`src/rtl/audio_pkg.sv`:
```
// Shared audio constants and types for the board audio output path.
package audio_pkg;
   localparam int unsigned AUDIO_DW        = 16;
   localparam int unsigned AUDIO_RATE_DFLT = 48000;
   localparam int unsigned SLOT_BITS_DFLT  = 32;
   localparam int unsigned FRAME_BITS      = 2 * SLOT_BITS_DFLT;

   typedef logic [AUDIO_DW-1:0] sample_t;
endpackage

```
`src/rtl/audio_frac_ce.sv`:
```
// Fractional-accumulator clock enable: pulses ce at an average rate of (STEP << rate_shift) / CLK_RATE per clk.
module audio_frac_ce #(
   parameter int unsigned CLK_RATE = 24576000,
   parameter int unsigned STEP     = 6144000
) (
   input  logic clk,
   input  logic reset,
   input  logic rate_shift,
   output logic ce
);
   logic [31:0] acc_q;
   logic [31:0] acc_d;
   logic [31:0] sum;

   // acc stays below CLK_RATE and the step never exceeds CLK_RATE, so 32 bits cannot overflow.
   always_comb begin
      sum   = acc_q + (32'(STEP) << rate_shift);
      ce    = (sum >= 32'(CLK_RATE));
      acc_d = ce ? (sum - 32'(CLK_RATE)) : sum;
   end

   always_ff @(posedge clk or posedge reset) begin
      if (reset) begin
         acc_q <= '0;
      end else begin
         acc_q <= acc_d;
      end
   end
endmodule

```
`src/rtl/audio_i2s_tx.sv`:
```
// I2S transmitter: holds one stereo sample from the mixer and serialises it MSB-first, one BCLK after each LRCLK change.
module audio_i2s_tx
   import audio_pkg::*;
#(
   parameter int unsigned CLK_RATE   = 24576000,
   parameter int unsigned AUDIO_RATE = AUDIO_RATE_DFLT,
   parameter int unsigned SLOT_BITS  = SLOT_BITS_DFLT
) (
   input  logic                       clk,
   input  logic                       reset,
   input  logic                       sample_rate,
   input  logic signed [AUDIO_DW-1:0] in_l,
   input  logic signed [AUDIO_DW-1:0] in_r,
   input  logic                       in_valid,
   output logic                       i2s_bclk,
   output logic                       i2s_lrclk,
   output logic                       i2s_sdata,
   output logic                       frame_start,
   output logic                       underrun,
   output logic                       overrun
);
   localparam int unsigned NBITS = 2 * SLOT_BITS;
   localparam int unsigned BW    = $clog2(NBITS);
   localparam int unsigned STEP  = 2 * AUDIO_RATE * 2 * SLOT_BITS;

   localparam logic [BW-1:0] B_LAST  = BW'(NBITS - 1);
   localparam logic [BW-1:0] B_SLOT  = BW'(SLOT_BITS);
   localparam logic [BW-1:0] L_FIRST = BW'(1);
   localparam logic [BW-1:0] L_LAST  = BW'(AUDIO_DW);
   localparam logic [BW-1:0] R_FIRST = BW'(SLOT_BITS + 1);
   localparam logic [BW-1:0] R_LAST  = BW'(SLOT_BITS + AUDIO_DW);

   logic          ce;
   logic          fall;
   logic          load;
   logic [BW-1:0] b_inc;

   logic          bclk_q, bclk_d;
   logic [BW-1:0] b_q, b_d;
   logic          lrclk_q, lrclk_d;
   logic          sdata_q, sdata_d;
   logic          frame_start_q, frame_start_d;
   logic          underrun_q, underrun_d;
   logic          overrun_q, overrun_d;
   logic          sr_q, sr_d;
   logic          hold_full_q, hold_full_d;
   sample_t       hold_l_q, hold_l_d;
   sample_t       hold_r_q, hold_r_d;
   sample_t       l_q, l_d;
   sample_t       r_q, r_d;
   sample_t       sh_l_q, sh_l_d;
   sample_t       sh_r_q, sh_r_d;

   audio_frac_ce #(
      .CLK_RATE (CLK_RATE),
      .STEP     (STEP)
   ) u_bclk_ce (
      .clk        (clk),
      .reset      (reset),
      .rate_shift (sr_q),
      .ce         (ce)
   );

   always_comb begin
      fall  = ce & bclk_q;
      b_inc = (b_q == B_LAST) ? '0 : b_q + BW'(1);
      load  = fall & (b_inc == '0);

      bclk_d        = bclk_q;
      b_d           = b_q;
      lrclk_d       = lrclk_q;
      sdata_d       = sdata_q;
      frame_start_d = 1'b0;
      underrun_d    = 1'b0;
      overrun_d     = 1'b0;
      sr_d          = sr_q;
      hold_full_d   = hold_full_q;
      hold_l_d      = hold_l_q;
      hold_r_d      = hold_r_q;
      l_d           = l_q;
      r_d           = r_q;
      sh_l_d        = sh_l_q;
      sh_r_d        = sh_r_q;

      if (ce) begin
         bclk_d = ~bclk_q;
      end

      if (fall) begin
         b_d     = b_inc;
         lrclk_d = (b_inc >= B_SLOT);
         sdata_d = 1'b0;
         if (b_inc >= L_FIRST && b_inc <= L_LAST) begin
            sdata_d = sh_l_q[AUDIO_DW-1];
            sh_l_d  = sh_l_q << 1;
         end else if (b_inc >= R_FIRST && b_inc <= R_LAST) begin
            sdata_d = sh_r_q[AUDIO_DW-1];
            sh_r_d  = sh_r_q << 1;
         end
      end

      // An empty hold at load time replays the previous sample rather than sending silence.
      if (load) begin
         frame_start_d = 1'b1;
         sr_d          = sample_rate;
         if (hold_full_q) begin
            l_d         = hold_l_q;
            r_d         = hold_r_q;
            sh_l_d      = hold_l_q;
            sh_r_d      = hold_r_q;
            hold_full_d = 1'b0;
         end else begin
            sh_l_d     = l_q;
            sh_r_d     = r_q;
            underrun_d = 1'b1;
         end
      end

      // Applied after the load so a coincident strobe refills the hold the load just drained.
      if (in_valid) begin
         hold_l_d    = in_l;
         hold_r_d    = in_r;
         hold_full_d = 1'b1;
         overrun_d   = hold_full_q & ~load;
      end
   end

   always_ff @(posedge clk or posedge reset) begin
      if (reset) begin
         bclk_q        <= 1'b0;
         b_q           <= B_LAST;
         lrclk_q       <= 1'b0;
         sdata_q       <= 1'b0;
         frame_start_q <= 1'b0;
         underrun_q    <= 1'b0;
         overrun_q     <= 1'b0;
         sr_q          <= 1'b0;
         hold_full_q   <= 1'b0;
         hold_l_q      <= '0;
         hold_r_q      <= '0;
         l_q           <= '0;
         r_q           <= '0;
         sh_l_q        <= '0;
         sh_r_q        <= '0;
      end else begin
         bclk_q        <= bclk_d;
         b_q           <= b_d;
         lrclk_q       <= lrclk_d;
         sdata_q       <= sdata_d;
         frame_start_q <= frame_start_d;
         underrun_q    <= underrun_d;
         overrun_q     <= overrun_d;
         sr_q          <= sr_d;
         hold_full_q   <= hold_full_d;
         hold_l_q      <= hold_l_d;
         hold_r_q      <= hold_r_d;
         l_q           <= l_d;
         r_q           <= r_d;
         sh_l_q        <= sh_l_d;
         sh_r_q        <= sh_r_d;
      end
   end

   assign i2s_bclk    = bclk_q;
   assign i2s_lrclk   = lrclk_q;
   assign i2s_sdata   = sdata_q;
   assign frame_start = frame_start_q;
   assign underrun    = underrun_q;
   assign overrun     = overrun_q;
endmodule

```
`config.mk`:
```
export PLATFORM = sky130hd
export DESIGN_NAME = audio_i2s_tx
export DESIGN_NICKNAME = d
export VERILOG_FILES = /design/src/rtl/audio_pkg.sv /design/src/rtl/audio_frac_ce.sv /design/src/rtl/audio_i2s_tx.sv
export SDC_FILE = /design/constraint.sdc
export NUM_CORES = 1
export LEC_CHECK = 0
export CAP_MARGIN = 5
export CORE_ASPECT_RATIO = 0.7
export CORE_MARGIN = 2
export CORE_UTILIZATION = 45
export CTS_CLUSTER_DIAMETER = 30
export DETAILED_ROUTE_END_ITERATION = 16
export SYNTH_ARGS = -nofsm -noshare
export SYNTH_HDL_FRONTEND = slang
export SYNTH_SLANG_ARGS = --single-unit
```
`constraint.sdc`:
```
create_clock -name clk -period 10.4 [get_ports clk]
set_input_delay 1.56 -clock clk [delete_from_list [all_inputs] [get_ports clk]]
set_output_delay 1.56 -clock clk [all_outputs]
set_load 0.05 [all_outputs]
```
==> impl_metrics.yaml <==
outcome:
  run_status: "finished clean"
critical_path:
  critPathCaptureType: "register"
  cp.arrival_ns: 5.21
  worst-path-buf-inv: 1
  crit_chain: "inv_1, ha_1, nor4_1, o21bai_1, xnor2_1, a21oi_1, o31ai_2, a2111o_1, and2_1, nand3_1, mux2_1"
  critPathKind: "reg2reg"
  cp_slowest_cell: "nand3_1"
  cp.required_ns: 10.69
  critPathTopFamily: "simple AND/OR/NAND/NOR gates"
  start_kind: "register"
  rr_endpoint: "r_q[13]$_DFFE_PP0N_"
  max_stage_delay_ns: 0.87
  timing.rr.start: "sr_q$_DFFE_PP0N_"
  reg2regPathDepth: 11
  cp_max_fo: 21
  r2r_slack_ns: 5.48
timing:
  tightest_slew_ns: 1.11
  max_slew_margin_pct: 25.8
  post-route-period-util_pct: 47.3
  setup_viol: 0
  fmax_mhz: 203
  report.final.slew_viol_count: 0
  timing.setup.tns_ns: 0
  finClkSkew_ns: 0.0131
  final.min_clock_period_ns: 4.92
  rsz0062_at_grt: "no"
  hold_viol_final: 0
clock_tree:
  clockRootBuffer: "clkbuf_16"
  htree_levels: 4
  cts.sinks: 128
  cts-resized-gates: 0
  clk_pin_slew_ns: 0.06
  cts_buffer_depth: 2
  cts_tree: "done"
  cts_buffers: 17
  post_cts_buffers: 0
  clk_latency_ns: 0.41
  cts_hold_buffers: 0
synthesis:
  synth_area_sq_mm: 0.00621
  avgSynthCellArea_sq_um: 11.8
  synth_async_sr_flop_share_pct: 100
  syn_inst: 527
  syn-num-nets: 574
  yosys.cell_types.count: 60
  synthFlopType: "dfrtp_1"
  synth_edf_count: 0
  netlist_top_cells_count: "dfrtp_1 (122), mux2_2 (61), nor2_1 (35)"
  yosys.cell_count.top_type: "dfrtp_1"
  yosysTopAreaCellShare_pct: 49.2
  synth_area_leaders: "dfrtp_1 (49%), mux2_2 (11%), mux2i_1 (3.1%)"
  ys_seq_elements: 128
  yosys_warnings: 0
  ys_seq_area_share_pct: 51.7
  synth_top_cell_by_area: "dfrtp_1"
floorplan:
  core-area_sq_mm: 0.0133
  initial_core_util_pct: 46.6
  ios: 42
  design.die.area_sq_mm: 0.0148
  die_w_microns: 144
  core.rowCount: 35
  die_h_microns: 102
final_layout:
  layout-area-overhead-vs-synth_pct: 17.5
  nFillCells: 1150
  drive_gt1_share_pct: 19.8
  multi_input_area_sq_mm: 0.00280
  diodes: 0
  register_area_sq_mm: 0.00321
  final_cell_area_sq_mm: 0.00729
  nets: 606
global_routing:
  grt_max_degree: 76
  antenna_found_initial: 0
  grt_remaining_overflow: 0
  use_met2_pct: 26.3
  grt_pass1_wl_microns: 20500
  met3_usage_pct: 3.42
  grt-busiest-layer: "met2"
  grt_usage_pct: 17.6
  use_met1_pct: 25.6
  grt_pass1_vias: 4192
flow_run:
  drv_cap: 0
worst_hold_path:
  holdPathEnd: "u_bclk_ce.acc_q[14]$_DFF_PP0_"
  min_path_cells: 1
  hold_start: "u_bclk_ce.acc_q[14]$_DFF_PP0_"
  hp-class: "reg2reg"
route:
  wirelength_microns: 12000
  ant_nets: 0
  drc: 0
  vias_per_cell: 5.51
  drt-initial-drc-count: 181
  drt_pass1_iterations: 5
  wl_per_cell_microns: 15.9
  num_vias: 4167
placement:
  gp_congestion: 0.855
  placed_area_sq_mm: 0.00673
  dpl.hpwl_microns: 7850
  io_buffers: 41
pwr:
  leakagePower_nw: 3.45
  irDropWorstVdd_mv: 0.104
  power.density_mw_per_mm2: 155
[where the power goes]
part / switching [W] / internal, W
clock network: 0.000232 / 0.000331
registers: 0.00000848 / 0.000511
logic: 0.0000207 / 0.0000301
[cells by family after synthesis]
| group | Yosys count | share of synthesized area (%) |
|---|---|---|
| AO/OA/AOI/OAI | 111 | 13.9 |
| XOR/XNOR | 33 | 4.78 |
| adder cells (fa/ha/maj) | 11 | 2.22 |
| buffers and inverters | 44 | 3.12 |
| flip-flops | 128 | 51.7 |
| multiplexers | 88 | 15.6 |
| AND/OR/NAND/NOR | 112 | 8.65 |
[cell type report]
type	instances	area share [%]
sequential	128	44.0
multi-input combinational	355	38.4
timing repair buffer	45	6.04
clock buffer	17	5.84
tap	185	3.18
clock inverter	14	1.82
inverter	12	0.652
[registers in the layout (all words and copies together), names as in the netlist, 6 cells and up]
| signal | cells |
|---|---|
| l_q | 16 |
| r_q | 16 |
| hold_r_q | 16 |
| b_q | 6 |
| sh_r_q | 16 |
| hold_l_q | 16 |
| sh_l_q | 16 |
| u_bclk_ce.acc_q | 18 |
[cells in the final DEF (no fill, tap or decap), drive strengths merged, types with 3 or more instances in the layout]
cell,count
clkinvlp,3
o21ai,12
nor2,35
a31oi,4
dfstp,6
o22ai,15
mux2i,19
ha,11
clkinv,5
o31ai,4
xnor2,22
dfrtp,122
a21oi,9
inv,17
xor2,11
nand3,9
nor3,8
and3,8
and2,5
a221o,15
clkdlybuf4s50,41
nand4,5
clkbuf,17
a21o,16
buf,4
a2bb2oi,15
nand2,28
o21bai,4
mux2,69
[layer usage]
metal | wire length [microns] | part of all wire, %
met5 | 0 | 0
met4 | 199 | 1.7
met3 | 362 | 3.0
met2 | 5280 | 44
met1 | 6170 | 51
[per-stage QoR]
stage	util (%)	total power, W	std cells	setup slack [ns]	hold WS (ns)
global route	54.8	0.00117	756	4.99	0.483
finish	54.8	0.00113	756	5.48	0.467
global placement	50.6	0.000580	725	5.65	0.459
floorplan	-	0.000558	527	5.44	0.443
CTS	54.8	0.00115	756	5.44	0.474
detailed placement	50.6	0.000581	725	5.48	0.461
[worst max path at each step]
stage,depth (start not counted),startpoint,end,slack (ns)
detailed placement,11,sr_q$_DFFE_PP0N_,l_q[2]$_DFFE_PP0N_,5.48
global placement,11,sr_q$_DFFE_PP0N_,l_q[0]$_DFFE_PP0N_,5.65
CTS,11,sr_q$_DFFE_PP0N_,r_q[13]$_DFFE_PP0N_,5.44
floorplan,1,reset,frame_start$_DFF_PP0_,5.44
global route,11,sr_q$_DFFE_PP0N_,l_q[1]$_DFFE_PP0N_,4.99
finish,11,sr_q$_DFFE_PP0N_,r_q[13]$_DFFE_PP0N_,5.48
No activity file was read; power rests on OpenSTA's default activity.
